`config.mk`:
```
export PLATFORM = sky130hd
export DESIGN_NAME = fetch_unit
export DESIGN_NICKNAME = d
export VERILOG_FILES = /design/src/rtl/cpu_pkg.sv /design/src/rtl/next_pc_logic.sv /design/src/rtl/fetch_unit.sv
export SDC_FILE = /design/constraint.sdc
export NUM_CORES = 1
export LEC_CHECK = 0
export CORE_ASPECT_RATIO = 1.25
export CORE_MARGIN = 2
export CORE_UTILIZATION = 41
export CTS_BUF_LIST = sky130_fd_sc_hd__clkbuf_8
export DETAILED_ROUTE_END_ITERATION = 12
export DONT_BUFFER_PORTS = 1
export PLACE_DENSITY = 0.61
export RECOVER_POWER = 25
export SYNTH_ARGS = -nofsm -noshare
export SYNTH_HDL_FRONTEND = slang
export SYNTH_SLANG_ARGS = --single-unit
```
`constraint.sdc`:
```
create_clock -name clk -period 6.7 [get_ports clk]
set_input_delay 1.005 -clock clk [delete_from_list [all_inputs] [get_ports clk]]
set_output_delay 1.005 -clock clk [all_outputs]
set_load 0.02 [all_outputs]
```
`src/rtl/cpu_pkg.sv`:
```
// -----------------------------------------------------------------------------
// cpu_pkg
// Shared types and helpers for the CPU front end.
//   fetch_state_t    : sequencing states of the fetch unit (IDLE, FETCH, EXEC)
//   RESET_PC_DEFAULT : default program counter value after reset
//   AD_* positions   : bit positions of the split 6-bit branch displacement
//   ad_field()       : extracts the 6-bit displacement from an instruction
//   se6_to_16()      : sign-extends a 6-bit two's-complement value to 16 bits
// -----------------------------------------------------------------------------
package cpu_pkg;

  typedef enum logic [1:0] {
    IDLE  = 2'd0,
    FETCH = 2'd1,
    EXEC  = 2'd2
  } fetch_state_t;

  localparam logic [15:0] RESET_PC_DEFAULT = 16'h0000;

  // The displacement is split across the instruction: the upper three bits
  // share the field position of the A-register select, the lower three bits
  // that of the B-register select.
  localparam int unsigned AD_HI_MSB = 8;
  localparam int unsigned AD_HI_LSB = 6;
  localparam int unsigned AD_LO_MSB = 2;
  localparam int unsigned AD_LO_LSB = 0;

  function automatic logic [5:0] ad_field(input logic [15:0] inst);
    return {inst[AD_HI_MSB:AD_HI_LSB], inst[AD_LO_MSB:AD_LO_LSB]};
  endfunction

  function automatic logic [15:0] se6_to_16(input logic [5:0] value);
    return {{10{value[5]}}, value};
  endfunction

endpackage : cpu_pkg

```
`src/rtl/next_pc_logic.sv`:
```
// -----------------------------------------------------------------------------
// next_pc_logic
// Purely combinational next-program-counter selection.
// Ports:
//   PC      in  16  program counter of the instruction held in INST
//   INST    in  16  current instruction (supplies the branch displacement)
//   PL      in  1   1 = instruction changes control flow
//   JB      in  1   1 = jump to A_BUS, 0 = conditional branch
//   BC      in  1   branch condition select: 0 = on Z, 1 = on N
//   Z, N    in  1   zero / negative flags from the function unit
//   A_BUS   in  16  register-file A read data, used as jump target
//   next_pc out 16  program counter of the following instruction
// All additions wrap modulo 2^16.
// -----------------------------------------------------------------------------
module next_pc_logic
  import cpu_pkg::*;
(
  input  logic [15:0] PC,
  input  logic [15:0] INST,
  input  logic        PL,
  input  logic        JB,
  input  logic        BC,
  input  logic        Z,
  input  logic        N,
  input  logic [15:0] A_BUS,
  output logic [15:0] next_pc
);

  logic [15:0] pc_inc;
  logic [15:0] branch_target;
  logic        branch_cond;

  // Opcode and register-select fields are decoded elsewhere; collecting them
  // here makes it explicit that this block does not depend on them.
  logic unused_inst_bits;
  assign unused_inst_bits = ^{INST[15:9], INST[5:3]};

  // Sequential successor and branch target; the target is relative to the
  // branch's own PC, not PC+1.
  always_comb begin
    pc_inc        = PC + 16'd1;
    branch_target = PC + se6_to_16(ad_field(INST));
  end

  // Branch condition chosen by BC.
  always_comb begin
    branch_cond = 1'b0;
    if (BC) begin
      branch_cond = N;
    end else begin
      branch_cond = Z;
    end
  end

  // Next-PC priority: no control flow, then jump, then conditional branch.
  always_comb begin
    next_pc = pc_inc;
    if (!PL) begin
      next_pc = pc_inc;
    end else if (JB) begin
      next_pc = A_BUS;
    end else if (branch_cond) begin
      next_pc = branch_target;
    end else begin
      next_pc = pc_inc;
    end
  end

endmodule : next_pc_logic

```
`src/rtl/fetch_unit.sv`:
```
// -----------------------------------------------------------------------------
// fetch_unit
// Instruction-fetch / program-counter stage. Sequences IDLE -> FETCH -> EXEC,
// fetches 16-bit instructions over a req/ack handshake, holds the instruction
// register for the decoder and advances the PC when the instruction commits.
// Ports:
//   clk         in  1   rising-edge clock
//   rst_n       in  1   synchronous active-low reset
//   imem_req    out 1   instruction-memory read request (high during FETCH)
//   imem_addr   out 16  read address, always equal to PC
//   imem_ack    in  1   read data valid this cycle (honoured in FETCH only)
//   imem_rdata  in  16  instruction word
//   INST        out 16  instruction register, to the decoder
//   PL, JB, BC  in  1   decoder controls for the instruction in INST
//   Z, N        in  1   flags from the datapath function unit
//   A_BUS       in  16  register-file A read data (jump target)
//   exec_stall  in  1   datapath not ready; holds EXEC
//   exec_en     out 1   one-cycle commit strobe for the datapath
//   PC          out 16  current program counter
// -----------------------------------------------------------------------------
module fetch_unit
  import cpu_pkg::*;
#(
  parameter logic [15:0] RESET_PC = RESET_PC_DEFAULT
) (
  input  logic        clk,
  input  logic        rst_n,
  output logic        imem_req,
  output logic [15:0] imem_addr,
  input  logic        imem_ack,
  input  logic [15:0] imem_rdata,
  output logic [15:0] INST,
  input  logic        PL,
  input  logic        JB,
  input  logic        BC,
  input  logic        Z,
  input  logic        N,
  input  logic [15:0] A_BUS,
  input  logic        exec_stall,
  output logic        exec_en,
  output logic [15:0] PC
);

  fetch_state_t state_q, state_d;
  logic [15:0]  pc_q, pc_d;
  logic [15:0]  inst_q, inst_d;
  logic         imem_req_q, imem_req_d;
  logic [15:0]  next_pc;

  next_pc_logic u_next_pc_logic (
    .PC      (pc_q),
    .INST    (inst_q),
    .PL      (PL),
    .JB      (JB),
    .BC      (BC),
    .Z       (Z),
    .N       (N),
    .A_BUS   (A_BUS),
    .next_pc (next_pc)
  );

  // Next-state, register updates and commit strobe. imem_req is computed for
  // the following cycle so that it is a flop output that is high exactly
  // while the state register holds FETCH.
  always_comb begin
    state_d    = state_q;
    pc_d       = pc_q;
    inst_d     = inst_q;
    imem_req_d = 1'b0;
    exec_en    = 1'b0;
    case (state_q)
      IDLE: begin
        state_d    = FETCH;
        imem_req_d = 1'b1;
      end
      FETCH: begin
        if (imem_ack) begin
          inst_d     = imem_rdata;
          state_d    = EXEC;
          imem_req_d = 1'b0;
        end else begin
          imem_req_d = 1'b1;
        end
      end
      EXEC: begin
        // Flags and A_BUS only matter in this commit cycle; while stalled
        // nothing downstream of next_pc is captured.
        exec_en = ~exec_stall;
        if (!exec_stall) begin
          pc_d       = next_pc;
          state_d    = FETCH;
          imem_req_d = 1'b1;
        end else begin
          imem_req_d = 1'b0;
        end
      end
      default: begin
        state_d    = IDLE;
        imem_req_d = 1'b0;
      end
    endcase
  end

  // State, PC, instruction and request registers with synchronous reset.
  always_ff @(posedge clk) begin
    if (!rst_n) begin
      state_q    <= IDLE;
      pc_q       <= RESET_PC;
      inst_q     <= 16'h0000;
      imem_req_q <= 1'b0;
    end else begin
      state_q    <= state_d;
      pc_q       <= pc_d;
      inst_q     <= inst_d;
      imem_req_q <= imem_req_d;
    end
  end

  assign imem_req  = imem_req_q;
  assign imem_addr = pc_q;
  assign PC        = pc_q;
  assign INST      = inst_q;

endmodule : fetch_unit
```
==> flow_summary.ini <==
[finish]
final_cell_mix = nand2_1 (65), a21oi_1 (38), dfxtp_1 (35)
area_growth_pct = 0.798
nNetsFinal = 426
fin_area_um2 = 3000
layout_commonest_cell = nand2_1
drive_gt1_share_pct = 7.05
antenna_cells = 0

[yosys]
yosys.area.top_type = dfxtp_1
syn-num-nets = 453
synth_top_area_share_pct = 23.5
yosys-top-cells-area = dfxtp_1 (24%), nand2_1 (8.2%), ha_1 (6.7%)
synthXorXnorAreaFrac_pct = 4.41
yosys.area_share.simple_pct = 27.0
ys_ff_latch = 35
ys.flop_type = dfxtp_1
avgSynthCellArea_um2 = 7.54
synthCells = 395
synth_compound_area_share_pct = 27.2
syn_area_um2 = 2980
synth_warnings = 0
synthAdderAreaFrac_pct = 7.39
synth_edf_count = 0
ys_seq_area_share_pct = 23.5
synthMuxAreaShare_pct = 1.01
synth.distinct_cells = 74
async_reset_ff_share_pct = 0
synth_top_family_by_area = compound AO/OA/AOI/OAI gates

[clock_tree]
cts.reportedPaths.clkPinSlew_ns = 0.07
cts_buffer_depth = 2
holdBufCountCts = 0
post_cts_resized = 0
cts-root-buf = clkbuf_8
cts_sinks = 35
cts_setup_buffers = 0
cts_buffers = 5
cts-htree-levels = 2
clk_latency_ns = 0.30
tritoncts = yes

[critical_path]
critPathSlowestCell = or3b_1
cp_num_buf_inv = 1
worstRegToRegCells = 7
r2r_end = PC[14]
arrival_ns = 2.25
critPathTopFamily = simple AND/OR/NAND/NOR gates
critPathCaptureType = output port
start_kind = primary input
rrSetupSlack_ns = 3.83
cp_max_fo = 21
crit_type = in2out
critPathMaxStageDelay_ns = 0.66
crit_chain = or3b_1, inv_1
cp.required_ns = 5.69
regToRegStartpoint = INST[8]

[flow_run]
maxCapViolations = 0

[placement]
dp_hpwl_um = 6290
place_area_um2 = 2870
io_buffers = 0
place_congestion = 0.908

[sta]
period_share_pct = 48.6
skew_ns = 0.0121
fmax_ghz = 0.307
min_period_ns = 3.26
whs_ns = 0.544
tightest_slew_ns = 0.904
tns_ns = 0
slew_headroom_pct = 39.6
final-setup-viol-count = 0
hold_violations = 0
drv_slew = 0
grt_setup_unrepaired = false

[drt]
wl_um = 8600
dr_total_vias = 2860
first_pass_iters = 4
drt-wirelength-per-cell_um = 18.7
routed_via_density = 6.23
post-route-drc-count = 0
antenna_left = 0
drt_iter0_drc = 240

[grt]
grt_max_degree = 29
grt_use_total_pct = 21.9
grt_pass1_wl_um = 13800
grt_pass1_vias = 2763
overflow = 0
antenna_found_initial = 0

[hold_path]
hold_path_class = reg2reg
hold_path.startpoint = state_q[1]
hold_path_end = state_q[1]
hold-path-cell-count = 2

[die]
die_w_um = 80.2
core-area_um2 = 7020
die_area_um2 = 7970
row_count = 34
initial_core_util_pct = 42.4
die_y_um = 99.3
pin_count = 91

[power]
p_leak_nw = 1.12
pwr_density_cell_nw_per_um2 = 176
ir_drop_uv = 113

[run_status]
status = complete, no violations
[area by class of cell]
class                   instances  area (µm²)
fillers                       749        4020
multi-input cells             313        2000
flip-flops and latches         35         701
well taps                      90         113
clock buffers                   5        68.8
clock inverters                 3        67.6
inverters                      11        41.3
repair buffers                  2        15.0
[sequential cells by signal, indices dropped and copies added, names as in the netlist]
name / cells
state_q: 2
INST: 16
imem_req: 1
PC: 16
[kinds of logic (layout without fill, tap and decap cells)]
kind of cell,count (synthesis),after routing
flip-flops,35,35
multiplexers,3,3
AO/OA/AOI/OAI,123,123
XOR/XNOR,15,15
AND/OR/NAND/NOR,155,155
buffers and inverters,47,21
adder cells (fa/ha/maj),17,17
[worst max-delay path by stage]
stage	depth (start not counted)	slack, ns	startpoint	end
2_1_floorplan	3	3.99	exec_stall	exec_en
3_3_place_gp	2	3.48	exec_stall	exec_en
3_5_place_dp	6	3.43	exec_stall	PC[14]
4_1_cts	2	3.46	exec_stall	exec_en
5_1_grt	2	3.36	exec_stall	exec_en
6_report	2	3.44	exec_stall	exec_en
[synth_stat cells, types with 3 or more instances]
library cell and instances:
a211oi_1 7, a21o_1 6, a21oi_1 38, a22oi_1 4, a31oi_1 12, and2_1 5, and3_2 3, buf_2 4
buf_4 17, clkbuf_1 9, dfxtp_1 35, ha_1 16, inv_1 9, mux2i_1 3, nand2_1 65, nand2b_1 3
nand3_1 13, nand3b_1 3, nand4_1 7, nor2_1 25, nor3_1 6, o2111ai_1 3, o211ai_1 3, o21ai_0 18
o31ai_1 5, xnor2_1 13
[tightest hold or removal path: stages, from the launching register on]
cell and delay (ns):
dfxtp_1 0.35, nand3b_1 0.09, a21oi_1 0.06
[through the flow]
stage	instances	worst slack, ns	utilization (%)	power (mW)
floorplan	395	3.99	-	0.287
global placement	451	3.48	40.8	0.294
detailed placement	451	3.43	40.8	0.295
CTS	459	3.46	42.8	0.530
global route	459	3.36	42.8	0.548
finish	459	3.44	42.8	0.528
[report_power, final]
group          total, mW  leakage (nW)  internal [mW]  switching [mW]
clock network      0.237        0.0644          0.149          0.0888
registers          0.232         0.284          0.215          0.0169
logic             0.0589         0.767         0.0217          0.0372
[metal layers]
layer / share of wire (%) / track usage (%) / vias to the layer above
met5: 0 / 0 / -
met4: 2.6 / 9.52 / 0
met3: 8.2 / 5.99 / 15
met2: 50 / 36.6 / 126
met1: 39 / 26.2 / 1333
li1: - / - / 1386
Note: power is estimated with default switching activity, not from simulation.
